**src/rtl/life_pkg.sv**
```systemverilog
// Shared state encoding and default rule masks for the Life stencil evaluator.
// Default masks give Conway's B3/S23 rule.
package life_pkg;

  typedef enum logic [1:0] {
    ST_IDLE,
    ST_FILL,
    ST_RUN,
    ST_FLUSH
  } state_t;

  localparam logic [8:0] BIRTH_DEFAULT   = 9'b000001000;
  localparam logic [8:0] SURVIVE_DEFAULT = 9'b000001100;

  localparam int unsigned CNT_W = 4;

endpackage

```
**src/rtl/life_rule.sv**
```systemverilog
// Combinational next-state rule for one cell from its 3x3 window and grid-edge flags.
// Window is row-major: [0..2] row above, [3..5] centre row (bit 4 = centre), [6..8] row below.
module life_rule
  import life_pkg::*;
(
  input  logic [8:0] i_win,
  input  logic       i_edge_l,
  input  logic       i_edge_r,
  input  logic       i_edge_t,
  input  logic       i_edge_b,
  input  logic [8:0] i_birth,
  input  logic [8:0] i_survive,
  output logic       o_next
);

  logic [8:0]       w_keep;
  logic [CNT_W-1:0] w_count;

  // Neighbours that fall outside the grid are treated as dead.
  always_comb begin
    w_keep  = '0;
    w_count = '0;
    for (int i = 0; i < 9; i++) begin
      w_keep[i] = 1'b1;
      if ((i / 3) == 0 && i_edge_t) w_keep[i] = 1'b0;
      if ((i / 3) == 2 && i_edge_b) w_keep[i] = 1'b0;
      if ((i % 3) == 0 && i_edge_l) w_keep[i] = 1'b0;
      if ((i % 3) == 2 && i_edge_r) w_keep[i] = 1'b0;
      if (i != 4 && w_keep[i] && i_win[i]) begin
        w_count = w_count + CNT_W'(1);
      end
    end
  end

  assign o_next = i_win[4] ? i_survive[w_count] : i_birth[w_count];

endmodule

```
**src/rtl/life_stencil.sv**
```systemverilog
// Streaming Life next-generation evaluator: raster-order cells in, raster-order next state out.
// Output registered one cycle after input k+X+1 is accepted; in_ready drops for the X+1 cycle flush.
module life_stencil
  import life_pkg::*;
#(
  parameter int         X       = 8,
  parameter int         Y       = 8,
  parameter int         LOG2X   = 3,
  parameter int         LOG2Y   = 3,
  parameter logic [8:0] BIRTH   = BIRTH_DEFAULT,
  parameter logic [8:0] SURVIVE = SURVIVE_DEFAULT
)(
  input  logic clk,
  input  logic reset,
  input  logic new_data,
  input  logic in_valid,
  input  logic frame_start,
  output logic in_ready,
  output logic out_data,
  output logic out_valid,
  output logic out_last
);

  localparam int                SR_W     = 2 * X + 2;
  localparam logic [LOG2X-1:0]  COL_LAST = LOG2X'(X - 1);
  localparam logic [LOG2Y-1:0]  ROW_LAST = LOG2Y'(Y - 1);

  state_t            r_state;
  state_t            w_state_nxt;

  // r_sr[i] holds input n-1-i: two row delay lines plus the two window columns behind the new bit.
  logic [SR_W-1:0]   r_sr;
  logic [LOG2X-1:0]  r_in_col;
  logic [LOG2Y-1:0]  r_in_row;
  logic [LOG2X-1:0]  r_cx;
  logic [LOG2Y-1:0]  r_cy;
  logic              r_out_data;
  logic              r_out_valid;
  logic              r_out_last;

  logic              w_accept;
  logic              w_start;
  logic              w_shift;
  logic              w_emit;
  logic              w_flush;
  logic              w_in_bit;
  logic              w_in_fill_end;
  logic              w_in_last;
  logic              w_c_last;
  logic [8:0]        w_win;
  logic              w_next;

  assign in_ready = (r_state != ST_FLUSH);
  assign w_accept = in_valid && (r_state != ST_FLUSH);
  assign w_start  = w_accept && frame_start;
  assign w_in_bit = w_flush ? 1'b0 : new_data;

  assign w_in_fill_end = (r_in_col == '0) && (r_in_row == LOG2Y'(1));
  assign w_in_last     = (r_in_col == COL_LAST) && (r_in_row == ROW_LAST);
  assign w_c_last      = (r_cx == COL_LAST) && (r_cy == ROW_LAST);

  always_ff @(posedge clk) begin
    if (reset) begin
      r_state <= ST_IDLE;
    end else begin
      r_state <= w_state_nxt;
    end
  end

  always_comb begin
    w_state_nxt = r_state;
    w_shift     = 1'b0;
    w_emit      = 1'b0;
    w_flush     = 1'b0;
    case (r_state)
      ST_IDLE: begin
        if (w_start) begin
          w_shift     = 1'b1;
          w_state_nxt = ST_FILL;
        end
      end
      ST_FILL: begin
        if (w_accept) begin
          w_shift = 1'b1;
          if (!frame_start && w_in_fill_end) w_state_nxt = ST_RUN;
        end
      end
      ST_RUN: begin
        if (w_accept) begin
          w_shift = 1'b1;
          if (frame_start) begin
            w_state_nxt = ST_FILL;
          end else begin
            w_emit = 1'b1;
            if (w_in_last) w_state_nxt = ST_FLUSH;
          end
        end
      end
      ST_FLUSH: begin
        w_flush = 1'b1;
        w_shift = 1'b1;
        w_emit  = 1'b1;
        if (w_c_last) w_state_nxt = ST_IDLE;
      end
      default: w_state_nxt = ST_IDLE;
    endcase
  end

  // Input position tracks the next expected cell; centre position tracks the next output.
  always_ff @(posedge clk) begin
    if (reset) begin
      r_in_col <= '0;
      r_in_row <= '0;
      r_cx     <= '0;
      r_cy     <= '0;
    end else if (w_start) begin
      r_in_col <= LOG2X'(1);
      r_in_row <= '0;
      r_cx     <= '0;
      r_cy     <= '0;
    end else begin
      if (w_accept && (r_state == ST_FILL || r_state == ST_RUN)) begin
        if (r_in_col == COL_LAST) begin
          r_in_col <= '0;
          r_in_row <= r_in_row + LOG2Y'(1);
        end else begin
          r_in_col <= r_in_col + LOG2X'(1);
        end
      end
      if (w_emit) begin
        if (r_cx == COL_LAST) begin
          r_cx <= '0;
          r_cy <= r_cy + LOG2Y'(1);
        end else begin
          r_cx <= r_cx + LOG2X'(1);
        end
      end
    end
  end

  always_ff @(posedge clk) begin
    if (reset) begin
      r_sr <= '0;
    end else if (w_shift) begin
      r_sr <= {r_sr[SR_W-2:0], w_in_bit};
    end
  end

  assign w_win[0] = r_sr[2*X+1];
  assign w_win[1] = r_sr[2*X];
  assign w_win[2] = r_sr[2*X-1];
  assign w_win[3] = r_sr[X+1];
  assign w_win[4] = r_sr[X];
  assign w_win[5] = r_sr[X-1];
  assign w_win[6] = r_sr[1];
  assign w_win[7] = r_sr[0];
  assign w_win[8] = w_in_bit;

  life_rule u_rule (
    .i_win     (w_win),
    .i_edge_l  (r_cx == '0),
    .i_edge_r  (r_cx == COL_LAST),
    .i_edge_t  (r_cy == '0),
    .i_edge_b  (r_cy == ROW_LAST),
    .i_birth   (BIRTH),
    .i_survive (SURVIVE),
    .o_next    (w_next)
  );

  always_ff @(posedge clk) begin
    if (reset) begin
      r_out_valid <= 1'b0;
      r_out_data  <= 1'b0;
      r_out_last  <= 1'b0;
    end else begin
      r_out_valid <= w_emit;
      r_out_data  <= w_emit && w_next;
      r_out_last  <= w_emit && w_flush && w_c_last;
    end
  end

  assign out_valid = r_out_valid;
  assign out_data  = r_out_data;
  assign out_last  = r_out_last;

endmodule

```
**config.mk**
```make
export PLATFORM = sky130hd
export DESIGN_NAME = life_stencil
export DESIGN_NICKNAME = d
export VERILOG_FILES = /design/src/rtl/life_pkg.sv /design/src/rtl/life_rule.sv /design/src/rtl/life_stencil.sv
export SDC_FILE = /design/constraint.sdc
export NUM_CORES = 1
export LEC_CHECK = 0
export CAP_MARGIN = 20
export CORE_ASPECT_RATIO = 1.5
export CORE_MARGIN = 1.5
export CORE_UTILIZATION = 30
export CTS_CLUSTER_DIAMETER = 150
export DETAILED_ROUTE_END_ITERATION = 7
export DONT_BUFFER_PORTS = 1
export SYNTH_ARGS = -nofsm -noshare
export SYNTH_HDL_FRONTEND = slang
export SYNTH_SLANG_ARGS = --single-unit
export TNS_END_PERCENT = 50
```
**constraint.sdc**
```tcl
create_clock -name clk -period 5.3 [get_ports clk]
set_clock_uncertainty 0.2 [all_clocks]
set_input_delay 0.795 -clock clk [delete_from_list [all_inputs] [get_ports clk]]
set_output_delay 0.795 -clock clk [all_outputs]
set_load 0.1 [all_outputs]
```
# Word level (Yosys, flattened, before mapping)
# Memory sizes are Yosys's and may differ from the RTL's.
# Cells that the tools add are included.
# Widths: inputs -> output; s select.
[totals]
mem_bits_ro = 32
memories = 2
reg_bits = 35
out_inout_bits = 4
[mem_list]
columns = ["memory", "words", "width", "read_ports", "rd_ports_with_merged_regs", "wr", "line", "text"]
rows = [
  ["(no name shown)", 16, 1, 1, 0, 0, "life_rule.sv:35", "assign o_next = i_win[4] ? i_survive[w_count] : i_birth[w_count];"],
  ["(no name shown)", 16, 1, 1, 0, 0, "life_rule.sv:35", ""],
]
[classes]
n_addsub = 11
muxes = 39
reduce_logical = 30
eq_ne = 15
magnitude_cmp = 1
[op_table]
columns = ["operator", "count"]
rows = [
  ["$add 4x1->4 const B", 7],
  ["$mux 4", 7],
  ["$mux 1", 20],
  ["$logic_and 1x1->1", 18],
  ["$mux 2", 7],
  ["$add 3x1->3 const B", 4],
  ["$eq 3x3->1 const B", 4],
  ["$ne 2x2->1 const B", 6],
  ["$logic_not 3->1", 3],
  ["$pmux 2 s4", 1],
  ["$mux 3", 2],
  ["$reduce_and 6->1", 1],
  ["$lt 4x5->1 const B", 1],
  ["$eq 2x2->1 const B", 2],
  ["$reduce_and 2->1", 2],
  ["$reduce_or 2->1", 2],
  ["$eq 3x1->1 const B", 1],
  ["$ne 3x3->1 const B", 1],
  ["$pmux 1 s3", 1],
  ["$eq 2x1->1 const B", 1],
  ["$logic_not 2->1", 1],
  ["$pmux 1 s2", 1],
  ["$reduce_bool 2->1", 1],
  ["$logic_not 1->1", 1],
  ["$logic_or 1x1->1", 1],
]

# Longest topological paths before layout
# Gate-level depths: netlist (run 1).
[depth]
depth_word = 23
mapped_depth = 21

# Cells and area by module
# From an unflattened synthesis (run 1), not the netlist that was laid out.
[unflattened]
cells_unflattened = 288
hier_area_um2 = 2549.9
[modules_own_cells]
columns = ["mod", "area_each_um2", "seq_area_each_um2", "instances", "cells_per_inst"]
rows = [
  ["life_stencil", 1702.9, 700.7, 1, 192],
  ["life_rule", 847.1, 0.0, 1, 96],
]

# Worst setup path after synthesis (run 1)
# OpenSTA, ideal clock, no wires.
[synth_timing]
kind = "flip-flop to flip-flop"
start = "register r_cx[0]"
end = "register r_out_data, in the netlist out_data"
arrival_ns = 3.943
setup_time_ns = 0.124
setup_slack_ns = 1.033
n_path_buf = 1
path_stages_with_launch = 21
required_time_ns = 4.976
period_less_slack_ns = 4.267
path_cell_list = "dfxtp_1 -> inv_1 -> ha_1 -> nand2b_1 -> and3_1 -> ha_1 -> clkbuf_2 -> or3_4 -> nand2_4 -> ha_1 -> xnor2_1 -> mux2_2 -> mux2_2 -> nor2_1 -> a21oi_1 -> ha_1 -> xnor2_1 -> o21ai_0 -> a221oi_1 -> a32o_2 -> nor4_2"
[synth_via]
elab_chain_len = 22
word_cells_on_any_way = 35
cone_classes = "7 x add/sub; 1 x eq/ne; 17 x mux; 8 x reduce/logical; 2 x memory"
[synth_rtl]
columns = ["element", "line", "text"]
rows = [
  ["start: declaration", "life_stencil.sv:35", "logic [LOG2X-1:0] r_cx;"],
  ["start signal: assignment", "life_stencil.sv:135", "r_cx <= r_cx + LOG2X'(1);"],
  ["$logic_not 3->1", "life_stencil.sv:161", ".i_edge_l (r_cx == '0),"],
  ["$mux 1", "life_rule.sv:27", "if ((i % 3) == 0 && i_edge_l) w_keep[i] = 1'b0;"],
  ["$logic_and 1x1->1", "life_rule.sv:29", "if (i != 4 && w_keep[i] && i_win[i]) begin"],
  ["$mux 1", "life_rule.sv:29", ""],
  ["$add 4x1->4", "life_rule.sv:30", "w_count = w_count + CNT_W'(1);"],
  ["$mux 4", "life_rule.sv:29", ""],
  ["$add 4x1->4", "life_rule.sv:30", ""],
  ["$mux 4", "life_rule.sv:29", ""],
  ["[... 6 more ...]", "-", ""],
  ["$add 4x1->4", "life_rule.sv:30", ""],
  ["$mux 4", "life_rule.sv:29", ""],
  ["$add 4x1->4", "life_rule.sv:30", ""],
  ["$mux 4 (*)", "life_rule.sv:29", ""],
  ["$mem_v2 16x1", "-", ""],
  ["$mux 1 (implied by the code)", "life_rule.sv:35", ""],
  ["$mux 1 (*)", "life_rule.sv:35", ""],
  ["$logic_and 1x1->1 (*)", "life_stencil.sv:177", "r_out_data <= w_emit && w_next;"],
  ["end signal: assignment", "life_stencil.sv:177", ""],
  ["end: declaration", "life_stencil.sv:37", "logic r_out_data;"],
]
# Mark *: on every way between the ends. The rest lies on a longest branch, timed or not. The select of a mux whose other input is x is not followed.
# A chain may end at the register's enable or synchronous reset.

# Final worst setup path (run 1)
# Ends and elaborated chain as after synthesis.

==> results.py, run 1 <==
metrics = {
    "power_and_ir_drop": {
        "power_mw": 0.8475,
        "internal_power_mw": 0.6143,
        "p_per_area_nw_per_um2": 310.2,
        "seqPwrFrac_pct": 34.8,
        "swShare_pct": 27.52,
        "combPwrFrac_pct": 20.5,
        "switchingPower_mw": 0.2332,
        "irDropWorstVdd_mv": 0.2333,
        "power.leakage_nw": 1.118,
        "power_frac_clock_pct": 44.7,
    },
    "final_layout": {
        "num_antenna_cells": 0,
        "area_delta_synth_final_pct": 11.15,
        "final_nets": 311,
        "layout-drive-gt1-share_pct": 11.35,
        "seq_area_um2": 700.7,
        "layout.cells.non_filler": 387,
        "fill_cells": 806,
        "multiInputGateArea_um2": 1640,
        "final_cell_area_um2": 2733,
    },
    "synthesis": {
        "yosys_warnings": 0,
        "syn_area_um2": 2459,
        "synth_top_flop_cell": "dfxtp_1",
        "synth-seq-cells": 35,
        "synth_most_common_cell": "nor2_1",
        "synthCells": 281,
        "synth_common_cells": "nor2_1, dfxtp_1, ha_1",
        "ys_top_cells_by_area": "dfxtp_1, ha_1, mux2i_1",
        "synth_top_area_cell": "dfxtp_1",
        "syn_area_per_cell_um2": 8.749,
        "netlist.area_leader.share_pct": 28.50,
        "synth_nets": 311,
        "synth_edf_count": 0,
        "synth_cell_types": 59,
        "async_flop_share_pct": 0,
        "ys_seq_area_share_pct": 28.50,
    },
    "clocking": {
        "cts.sinks": 35,
        "htreeDepth": 2,
        "cts_hold_buf": 0,
        "clock_latency_ns": 0.28,
        "cts_buffers": 5,
        "clock-root-buffer": "clkbuf_16",
        "clk_pin_slew_worst_paths_ns": 0.06,
        "cts_setup_buffers": 0,
        "tritoncts": "built",
        "cts_buffer_depth": 2,
        "post_cts_resize_count": 0,
    },
    "critical_path": {
        "crit_required_ns": 5.26,
        "path_max_fanout": 9,
        "critical_path.cell_chain": "inv_1 -> ha_1 -> nand2b_1 -> and3_1 -> ha_1 -> or3_4 -> nand2_4 -> ha_1 -> xnor2_1 -> mux2_2 -> mux2_2 -> nor2_1 -> a21oi_1 -> ha_1 -> xnor2_1 -> o21ai_0 -> a221oi_1 -> a32o_2 -> nor4_2",
        "end_kind": "register",
        "crit_top_cell": "ha_1",
        "critPathKind": "register to register",
        "arrival_ns": 4.52,
        "crit_path_start_kind": "register",
        "cp_slowest_cell": "or3_4",
        "cpPeakStageDelay_ns": 0.45,
    },
    "run": {
        "maxCapViolations": 0,
    },
    "global_routing": {
        "grt_max_degree": 25,
        "grt_first_pass_wirelength_um": 8673,
        "antenna_found_initial": 0,
        "groute.usage.overall_pct": 12.10,
        "grt-ovfl-total": 0,
        "grt_pass1_vias": 1919,
    },
    "floorplan": {
        "fp.dieW_um": 76.92,
        "initial_utilization_pct": 30.90,
        "die_h_um": 113.9,
        "core_um2": 7958,
        "die_area_um2": 8759,
        "fp-row-count": 40,
        "pin_count": 9,
    },
    "timing": {
        "period_minus_slack_ns": 4.557,
        "finalSetupTns_ns": 0,
        "finalCritPeriodShare_pct": 85.99,
        "hold_viol": 0,
        "relSlewSlack_pct": 34.67,
        "slew_viol_final": 0,
        "fmax_mhz": 219.4,
        "worst_slew_pin_slew_ns": 0.9786,
        "rsz0062_at_grt": "no",
        "setup_viol": 0,
    },
    "routing": {
        "drt_first_pass_iters": 4,
        "via_per_inst": 4.982,
        "num_vias": 1928,
        "wirelength_um": 5080,
        "drc": 0,
        "wire_per_inst_um": 13.13,
        "drt_iter0_markers": 152,
        "drtAntennaViolNets": 0,
    },
    "place": {
        "dpl_cell_area_um2": 2540,
        "place_hpwl_um": 3947,
        "place_congestion": 0.9353,
        "io_buffers": 0,
        "placed_cells": 379,
    },
    "outcome": {
        "status": "finished clean",
    },
    "hold_path": {
        "holdCritPathClass": "register to register",
    },
}
==> critical path: cells and delay by family, from the launching register on <==
| family | cells | cell delay [ns] |
|---|---|---|
| xor gates and xnor gates | 2 | 0.31 |
| buffers and inverters | 1 | 0.06 |
| adders and majority gates | 4 | 1.21 |
| muxes | 2 | 0.55 |
| DFF | 1 | 0.37 |
| and+or+nand+nor | 6 | 1.08 |
| AOI/OAI and AO/OA | 4 | 0.69 |
==> layout by cell type (no fill, tap or decap), types with 6 or more instances in the layout <==
master	n
a21oi_1	15
nor3_1	6
o21ai_0	7
xnor2_1	8
ha_1	25
nand2_1	20
dfxtp_1	35
nor2_1	42
inv_1	16
mux2i_1	23
nand3_1	9
==> path summary, 6_finish.rpt <==
path	cells after the start	slack, ns	startpoint	endpoint
max	19	0.74	r_cx[0]$_SDFFE_PP0P_	out_data$_SDFF_PP0_
min	2	0.29	r_in_col[2]$_SDFFE_PP0P_	r_in_col[2]$_SDFFE_PP0P_
max reg2reg	19	0.74	r_cx[0]$_SDFFE_PP0P_	out_data$_SDFF_PP0_
min reg2reg	2	0.29	r_in_col[2]$_SDFFE_PP0P_	r_in_col[2]$_SDFFE_PP0P_
==> layout make-up <==
class	instances	share of cell area (%)
flip-flops and latches	35	25.64
clock inverters	3	2.473
well taps	105	4.808
repair buffers	1	0.2747
multi-input cells	222	60.03
inverters	16	2.198
clock buffers	5	4.579
==> kinds of logic after synthesis <==
logic type	share of synthesized area, %
flip-flops	28.50
XOR/XNOR	6.871
adder cells (fa/ha/maj)	12.72
buffers and inverters	4.936
AO/OA/AOI/OAI	10.74
AND/OR/NAND/NOR	25.04
multiplexers	11.20
==> stage by stage <==
step                util (%)  hold slack [ns]  setup slack [ns]
CTS                    34.34           0.2916            0.7833
floorplan                  -           0.2516             1.033
detailed placement     31.92           0.2820            0.8073
global placement       31.92           0.2741            0.9267
finish                 34.34           0.2888            0.7428
global route           34.34           0.3054            0.4659
==> flip-flops by register name (all words and copies together), names as in the netlist <==
signal     flops
r_in_row       3
out_data       1
r_sr          18
r_state        2
out_valid      1
r_in_col       3
r_cy           3
out_last       1
r_cx           3
==> power by group through the flow <==
| stage | clock [mW] | combinational [mW] | sequential (mW) |
|---|---|---|---|
| after CTS | 0.388 | 0.175 | 0.295 |
| after global placement | 0 | 0.173 | 0.301 |
| final | 0.379 | 0.173 | 0.295 |
| after floorplan | 0 | 0.156 | 0.297 |
| after global routing | 0.396 | 0.195 | 0.297 |
| after detailed placement | 0 | 0.174 | 0.301 |
==> per-layer routing <==
metal	GRT usage, %	share of wire (%)	up-vias	wire length [um]
met5	0	0	-	0
met4	5.432	2.3	0	117
met3	2.000	2.2	12	112
met2	23.60	54	21	2753
met1	12.39	41	915	2096
li1	-	-	980	-
Note: power is estimated with default switching activity, not from simulation.
==> run 2: changes to the inputs <==
GPL_ROUTABILITY_DRIVEN = 0   (was not set)
GPL_TIMING_DRIVEN = 0   (was not set)
clock period = 4.5 ns   (was 5.3 ns; I/O delays follow)
==> results.py, run 2 (synthesized netlist as in run 1, its figures left out) <==
metrics = {
    "floorplan": {
        "initial_utilization_pct": 30.90,
        "core_um2": 7958,
        "die_h_um": 113.9,
        "pin_count": 9,
        "fp-row-count": 40,
        "die_area_um2": 8759,
        "fp.dieW_um": 76.92,
    },
    "power_and_ir_drop": {
        "seqPwrFrac_pct": 38.6,
        "internal_power_mw": 0.6241,
        "power_frac_clock_pct": 36.5,
        "power_mw": 0.9025,
        "switchingPower_mw": 0.2784,
        "irDropWorstVdd_mv": 0.2483,
        "power.leakage_nw": 1.134,
        "combPwrFrac_pct": 24.9,
        "p_per_area_nw_per_um2": 320.0,
        "swShare_pct": 30.85,
    },
    "global_routing": {
        "groute.usage.overall_pct": 12.22,
        "grt_max_degree": 11,
        "antenna_found_initial": 0,
        "grt_first_pass_wirelength_um": 8742,
        "grt_pass1_vias": 1967,
        "grt-ovfl-total": 0,
    },
    "routing": {
        "via_per_inst": 4.892,
        "wirelength_um": 5009,
        "wire_per_inst_um": 12.62,
        "num_vias": 1942,
        "drc": 0,
        "drtAntennaViolNets": 0,
        "drt_first_pass_iters": 4,
        "drt_iter0_markers": 54,
    },
    "final_layout": {
        "fill_cells": 809,
        "final_cell_mix": "nor2_1, dfxtp_1, mux2i_1, ha_1, nand2_1",
        "seq_area_um2": 700.7,
        "mostFrequentLayoutCell": "nor2_1",
        "num_antenna_cells": 0,
        "layout-drive-gt1-share_pct": 15.75,
        "final_nets": 321,
        "largest_register_ffs": 18,
        "regMostFlops": "r_sr",
        "multiInputGateArea_um2": 1704,
        "area_delta_synth_final_pct": 14.71,
    },
    "clocking": {
        "cts_buffers": 5,
        "clk_pin_slew_worst_paths_ns": 0.06,
        "clock-root-buffer": "clkbuf_16",
        "cts_buffer_depth": 2,
        "tritoncts": "built",
        "cts_hold_buf": 0,
        "htreeDepth": 2,
        "cts.sinks": 35,
        "clock_latency_ns": 0.28,
    },
    "critical_path": {
        "reg2reg_to": "out_data$_SDFF_PP0_",
        "arrival_ns": 4.21,
        "critPathKind": "register to register",
        "ff2ff_path_depth": 19,
        "path_max_fanout": 9,
        "cp-startpoint": "r_cy[0]$_SDFFE_PP0P_",
        "end_kind": "register",
        "crit_path_start_kind": "register",
        "r2r-start": "r_cy[0]$_SDFFE_PP0P_",
        "crit_required_ns": 4.50,
        "crit_end": "out_data$_SDFF_PP0_",
        "rrSetupSlack_ns": 0.28,
    },
    "place": {
        "io_buffers": 0,
        "place_hpwl_um": 3890,
    },
    "timing": {
        "period_minus_slack_ns": 4.217,
        "finalCritPeriodShare_pct": 93.71,
        "slew_viol_final": 0,
        "worst_slew_pin_slew_ns": 0.9429,
        "setup_viol": 0,
        "relSlewSlack_pct": 37.06,
        "hold_viol": 0,
        "rsz0062_at_grt": "no",
        "fmax_mhz": 237.1,
        "hold-worst-slack_ns": 0.2659,
    },
    "run": {
        "maxCapViolations": 0,
    },
    "outcome": {
        "status": "finished clean",
    },
    "hold_path": {
        "holdCritPathClass": "input pin to register",
    },
}
## run 2: cell count changes in the layout (fill, tap and decap cells not counted), sizes merged
| cell | before | now |
|---|---|---|
| buf | 1 | 6 |
| bufbuf | 0 | 1 |
| bufinv | 2 | 0 |
| clkbuf | 5 | 11 |
| clkinv | 0 | 1 |
| clkinvlp | 1 | 0 |
## run 2: metal layers
layer | vias up | global-route usage (%) | routed length (um) | part of all wire, %
li1 | 997 | - | - | -
met1 | 916 | 12.54 | 2076 | 41
met2 | 23 | 24.42 | 2735 | 55
met3 | 6 | 2.480 | 125 | 2.5
met4 | 0 | 3.457 | 71 | 1.4
met5 | - | 0 | 0 | 0
## run 2: worst min-delay path by stage
stage | startpoint | to | slack [ns] | cells after the start
2_1_floorplan | r_sr[17]$_SDFFE_PP0P_ | r_sr[17]$_SDFFE_PP0P_ | 0.25 | 2
3_3_place_gp | r_in_col[2]$_SDFFE_PP0P_ | r_in_col[2]$_SDFFE_PP0P_ | 0.27 | 2
4_1_cts | reset | r_state[1]$_SDFFE_PP0P_ | 0.26 | 1
6_report | reset | r_state[1]$_SDFFE_PP0P_ | 0.27 | 1
3_5_place_dp | r_in_col[2]$_SDFFE_PP0P_ | r_in_col[2]$_SDFFE_PP0P_ | 0.28 | 2
5_1_grt | reset | r_state[1]$_SDFFE_PP0P_ | 0.26 | 1
## run 2: power groups by stage
stage / registers, mW / clock network (mW) / logic [mW]
final: 0.348 / 0.330 / 0.224
after global routing: 0.351 / 0.350 / 0.253
after CTS: 0.348 / 0.340 / 0.224
after detailed placement: 0.355 / 0 / 0.221
after global placement: 0.354 / 0 / 0.218
after floorplan: 0.350 / 0 / 0.184
## run 2: layout make-up
type / instances / share of cell area (%)
multi-input cells: 222 / 60.43
flip-flops and latches: 35 / 24.84
clock buffers: 7 / 4.703
well taps: 105 / 4.658
inverters: 16 / 2.130
plain buffers: 7 / 1.996
repair buffers: 4 / 1.065
clock inverters: 1 / 0.1775
## run 2: per-stage QoR
step                cells  setup TNS, ns  util (%)  setup WS (ns)  area [um2]
detailed placement    386        -0.1457     32.55        -0.1457        2590
finish                397              0     35.44         0.2828        2820
floorplan             281              0         -         0.2330        2459
global route          397              0     35.44        0.02634        2820
global placement      386       -0.07151     32.55       -0.07151        2590
CTS                   395              0     34.53        0.01888        2748
## run 2: worst max-delay path, cell delays in order (launching register included)
cell,delay (ns)
dfxtp_1,0.33
inv_1,0.07
ha_1,0.21
nand2b_1,0.15
and3_4,0.24
ha_4,0.24
or3_4,0.41
nand2_4,0.12
ha_4,0.21
xnor2_1,0.12
mux2_2,0.25
mux2_4,0.28
nor2_1,0.09
a21oi_1,0.05
ha_2,0.43
nand3_2,0.08
a21oi_2,0.18
o311ai_1,0.11
a32o_2,0.26
nor4_2,0.11
## run 2: what timing repair did
item	4_1_cts	5_1_grt
pin swaps	1	8
endpoints found under the setup margin	1	1
buffers inserted	2	2
gates resized for setup	3	13
==> run 3: changes to the inputs <==
ABC_AREA = 1   (was not set)
CELL_PAD_IN_SITES_DETAIL_PLACEMENT = 1   (was not set)
CELL_PAD_IN_SITES_GLOBAL_PLACEMENT = 1   (was not set)
PLACE_DENSITY_LB_ADDON = 0.1   (was not set)
clock period = 4.95 ns   (was 4.5 ns; I/O delays follow)
==> results.py, run 3 <==
metrics = {
    "global_routing": {
        "antenna_found_initial": 0,
        "grt_first_pass_wirelength_um": 10490,
        "groute.usage.overall_pct": 14.77,
        "grt_max_degree": 12,
        "grt_pass1_vias": 2278,
        "grt-ovfl-total": 0,
    },
    "timing": {
        "period_minus_slack_ns": 4.148,
        "rsz0062_at_grt": "no",
        "worst_slew_pin_slew_ns": 0.9669,
        "fmax_mhz": 241.1,
        "finalSetupTns_ns": 0,
        "relSlewSlack_pct": 35.45,
        "setup_viol": 0,
        "slew_viol_final": 0,
        "finalCritPeriodShare_pct": 83.80,
        "hold_viol": 0,
    },
    "synthesis": {
        "syn_area_um2": 2539,
        "ys_top_cells_by_area": "dfxtp_1, ha_1, nand2_1",
        "synth_cell_types": 28,
        "syn_area_per_cell_um2": 7.131,
        "synth_most_common_cell": "nand2_1",
        "synth-seq-cells": 35,
        "netlist.area_leader.share_pct": 27.60,
        "synthCells": 356,
        "synth_top_flop_cell": "dfxtp_1",
        "yosys_warnings": 0,
        "synth_common_cells": "nand2_1, inv_1, nor2_1",
        "synth_nets": 386,
        "synth_edf_count": 0,
        "async_flop_share_pct": 0,
        "ys_seq_area_share_pct": 27.60,
        "synth_top_area_cell": "dfxtp_1",
    },
    "clocking": {
        "cts_buffers": 5,
        "cts.sinks": 35,
        "tritoncts": "built",
        "clk_pin_slew_worst_paths_ns": 0.06,
        "clock_latency_ns": 0.28,
        "cts_setup_buffers": 0,
        "cts_hold_buf": 0,
        "cts_buffer_depth": 2,
        "clock-root-buffer": "clkbuf_16",
        "htreeDepth": 2,
        "post_cts_resize_count": 0,
    },
    "floorplan": {
        "die_h_um": 115.7,
        "pin_count": 9,
        "fp-row-count": 40,
        "initial_utilization_pct": 31.31,
        "core_um2": 8108,
        "fp.dieW_um": 78.11,
        "die_area_um2": 9035,
    },
    "run": {
        "maxCapViolations": 0,
    },
    "critical_path": {
        "critPathKind": "register to register",
        "crit_required_ns": 4.93,
        "crit_path_start_kind": "register",
        "arrival_ns": 4.13,
        "end_kind": "register",
        "path_max_fanout": 6,
    },
    "final_layout": {
        "mostFrequentLayoutCell": "nand2_1",
        "regMostFlops": "r_sr",
        "largest_register_ffs": 18,
        "layout-drive-gt1-share_pct": 14.84,
        "final_cell_mix": "nand2_1, inv_1, nor2_1, dfxtp_1, ha_1",
        "num_antenna_cells": 0,
        "final_nets": 393,
        "area_delta_synth_final_pct": 12.03,
        "final_cell_area_um2": 2844,
    },
    "power_and_ir_drop": {
        "seqPwrFrac_pct": 33.4,
        "power_frac_clock_pct": 28.7,
        "switchingPower_mw": 0.5090,
        "swShare_pct": 39.66,
        "p_per_area_nw_per_um2": 451.3,
        "internal_power_mw": 0.7746,
        "combPwrFrac_pct": 38.0,
        "irDropWorstVdd_mv": 0.1962,
        "power.leakage_nw": 1.388,
    },
    "routing": {
        "num_vias": 2190,
        "wirelength_um": 5952,
        "via_per_inst": 4.670,
        "met3_length_um": 109,
        "wire_per_inst_um": 12.69,
        "wl_met2_um": 3323,
        "wl_met1_um": 2437,
        "routed.top_layer": "met4",
        "drc": 0,
        "drt_first_pass_iters": 4,
        "drtAntennaViolNets": 0,
        "drt_iter0_markers": 39,
    },
    "place": {
        "io_buffers": 0,
        "place_hpwl_um": 4938,
        "dpl_cell_area_um2": 2670,
    },
    "outcome": {
        "status": "finished clean",
    },
    "hold_path": {
        "holdCritPathClass": "register to register",
    },
}
## run 3: cell count changes in the layout (fill, tap and decap cells not counted), sizes merged, moves of 6 or more
cell and change:
a211oi +6, buf -6, inv +40, mux2i -23
nand2 +70, nand2b -6, nand3 +26, o21ai +13
xnor2 -9
## run 3: cells by family (layout without fill, tap and decap cells)
family | after synthesis | in the layout | synth area share, %
AND/OR/NAND/NOR | 183 | 183 | 39.33
buffers and inverters | 62 | 70 | 9.167
AO/OA/AOI/OAI | 51 | 51 | 11.58
flip-flops | 35 | 35 | 27.60
adder cells (fa/ha/maj) | 25 | 25 | 12.32
## run 3: routing by layer
| metal | GRT usage (%) | up-vias |
|---|---|---|
| met3 | 2.677 | 6 |
| met2 | 29.33 | 15 |
| met5 | 0 | - |
| met4 | 4.643 | 0 |
| li1 | - | 1154 |
| met1 | 15.45 | 1015 |
## run 3: worst max-delay path, stage by stage (launching register included)
cell and delay [ns]:
dfxtp_1 0.36, inv_1 0.07, ha_1 0.22, nand2_2 0.16, nand3_1 0.15, inv_1 0.11
ha_1 0.27, inv_1 0.11, nand2_4 0.07, nand2_4 0.10, inv_2 0.05, ha_1 0.29
or2_2 0.31, nand2_1 0.09, nand2_1 0.07, nand3_2 0.09, nand2_4 0.07, ha_1 0.28
or2_2 0.29, nand2_1 0.12, nand2_1 0.05, o21ai_0 0.18, nand2_1 0.10, nand2_1 0.07
a21oi_1 0.04, nand3_1 0.08, nor2_1 0.04
## run 3: area by class of cell
class / count / area [um2]
sequential: 35 / 700.7
tap: 105 / 131.4
clock buffer: 6 / 138.9
multi-input combinational: 259 / 1605
inverter: 56 / 210.2
clock inverter: 2 / 35.03
fill: 1063 / 5264
buffer: 6 / 22.52
## run 3: stage by stage
step	setup slack [ns]	util, %	cells	power, mW	hold WS [ns]
global route	0.2748	35.08	469	1.398	0.3121
global placement	0.7721	32.93	461	0.9272	0.2617
detailed placement	0.7140	32.93	461	0.9338	0.2690
finish	0.8018	35.08	469	1.284	0.2771
floorplan	1.161	-	356	0.8160	0.2410
CTS	0.7004	35.08	469	1.311	0.2805
## run 3: path summary, 6_finish.rpt
path / from / endpoint / slack, ns / cells after the start
max reg2reg: r_cy[0]$_SDFFE_PP0P_ / out_data$_SDFF_PP0_ / 0.80 / 26
max: r_cy[0]$_SDFFE_PP0P_ / out_data$_SDFF_PP0_ / 0.80 / 26
min: r_sr[6]$_SDFFE_PP0P_ / r_sr[6]$_SDFFE_PP0P_ / 0.28 / 2
min reg2reg: r_sr[6]$_SDFFE_PP0P_ / r_sr[6]$_SDFFE_PP0P_ / 0.28 / 2
## run 3: power by group through the flow
| stage | logic, mW | clock network (mW) | registers, mW |
|---|---|---|---|
| after global routing | 0.570 | 0.389 | 0.440 |
| after CTS | 0.501 | 0.380 | 0.430 |
| after floorplan | 0.398 | 0 | 0.418 |
| final | 0.487 | 0.368 | 0.428 |
| after global placement | 0.495 | 0 | 0.432 |
| after detailed placement | 0.499 | 0 | 0.435 |
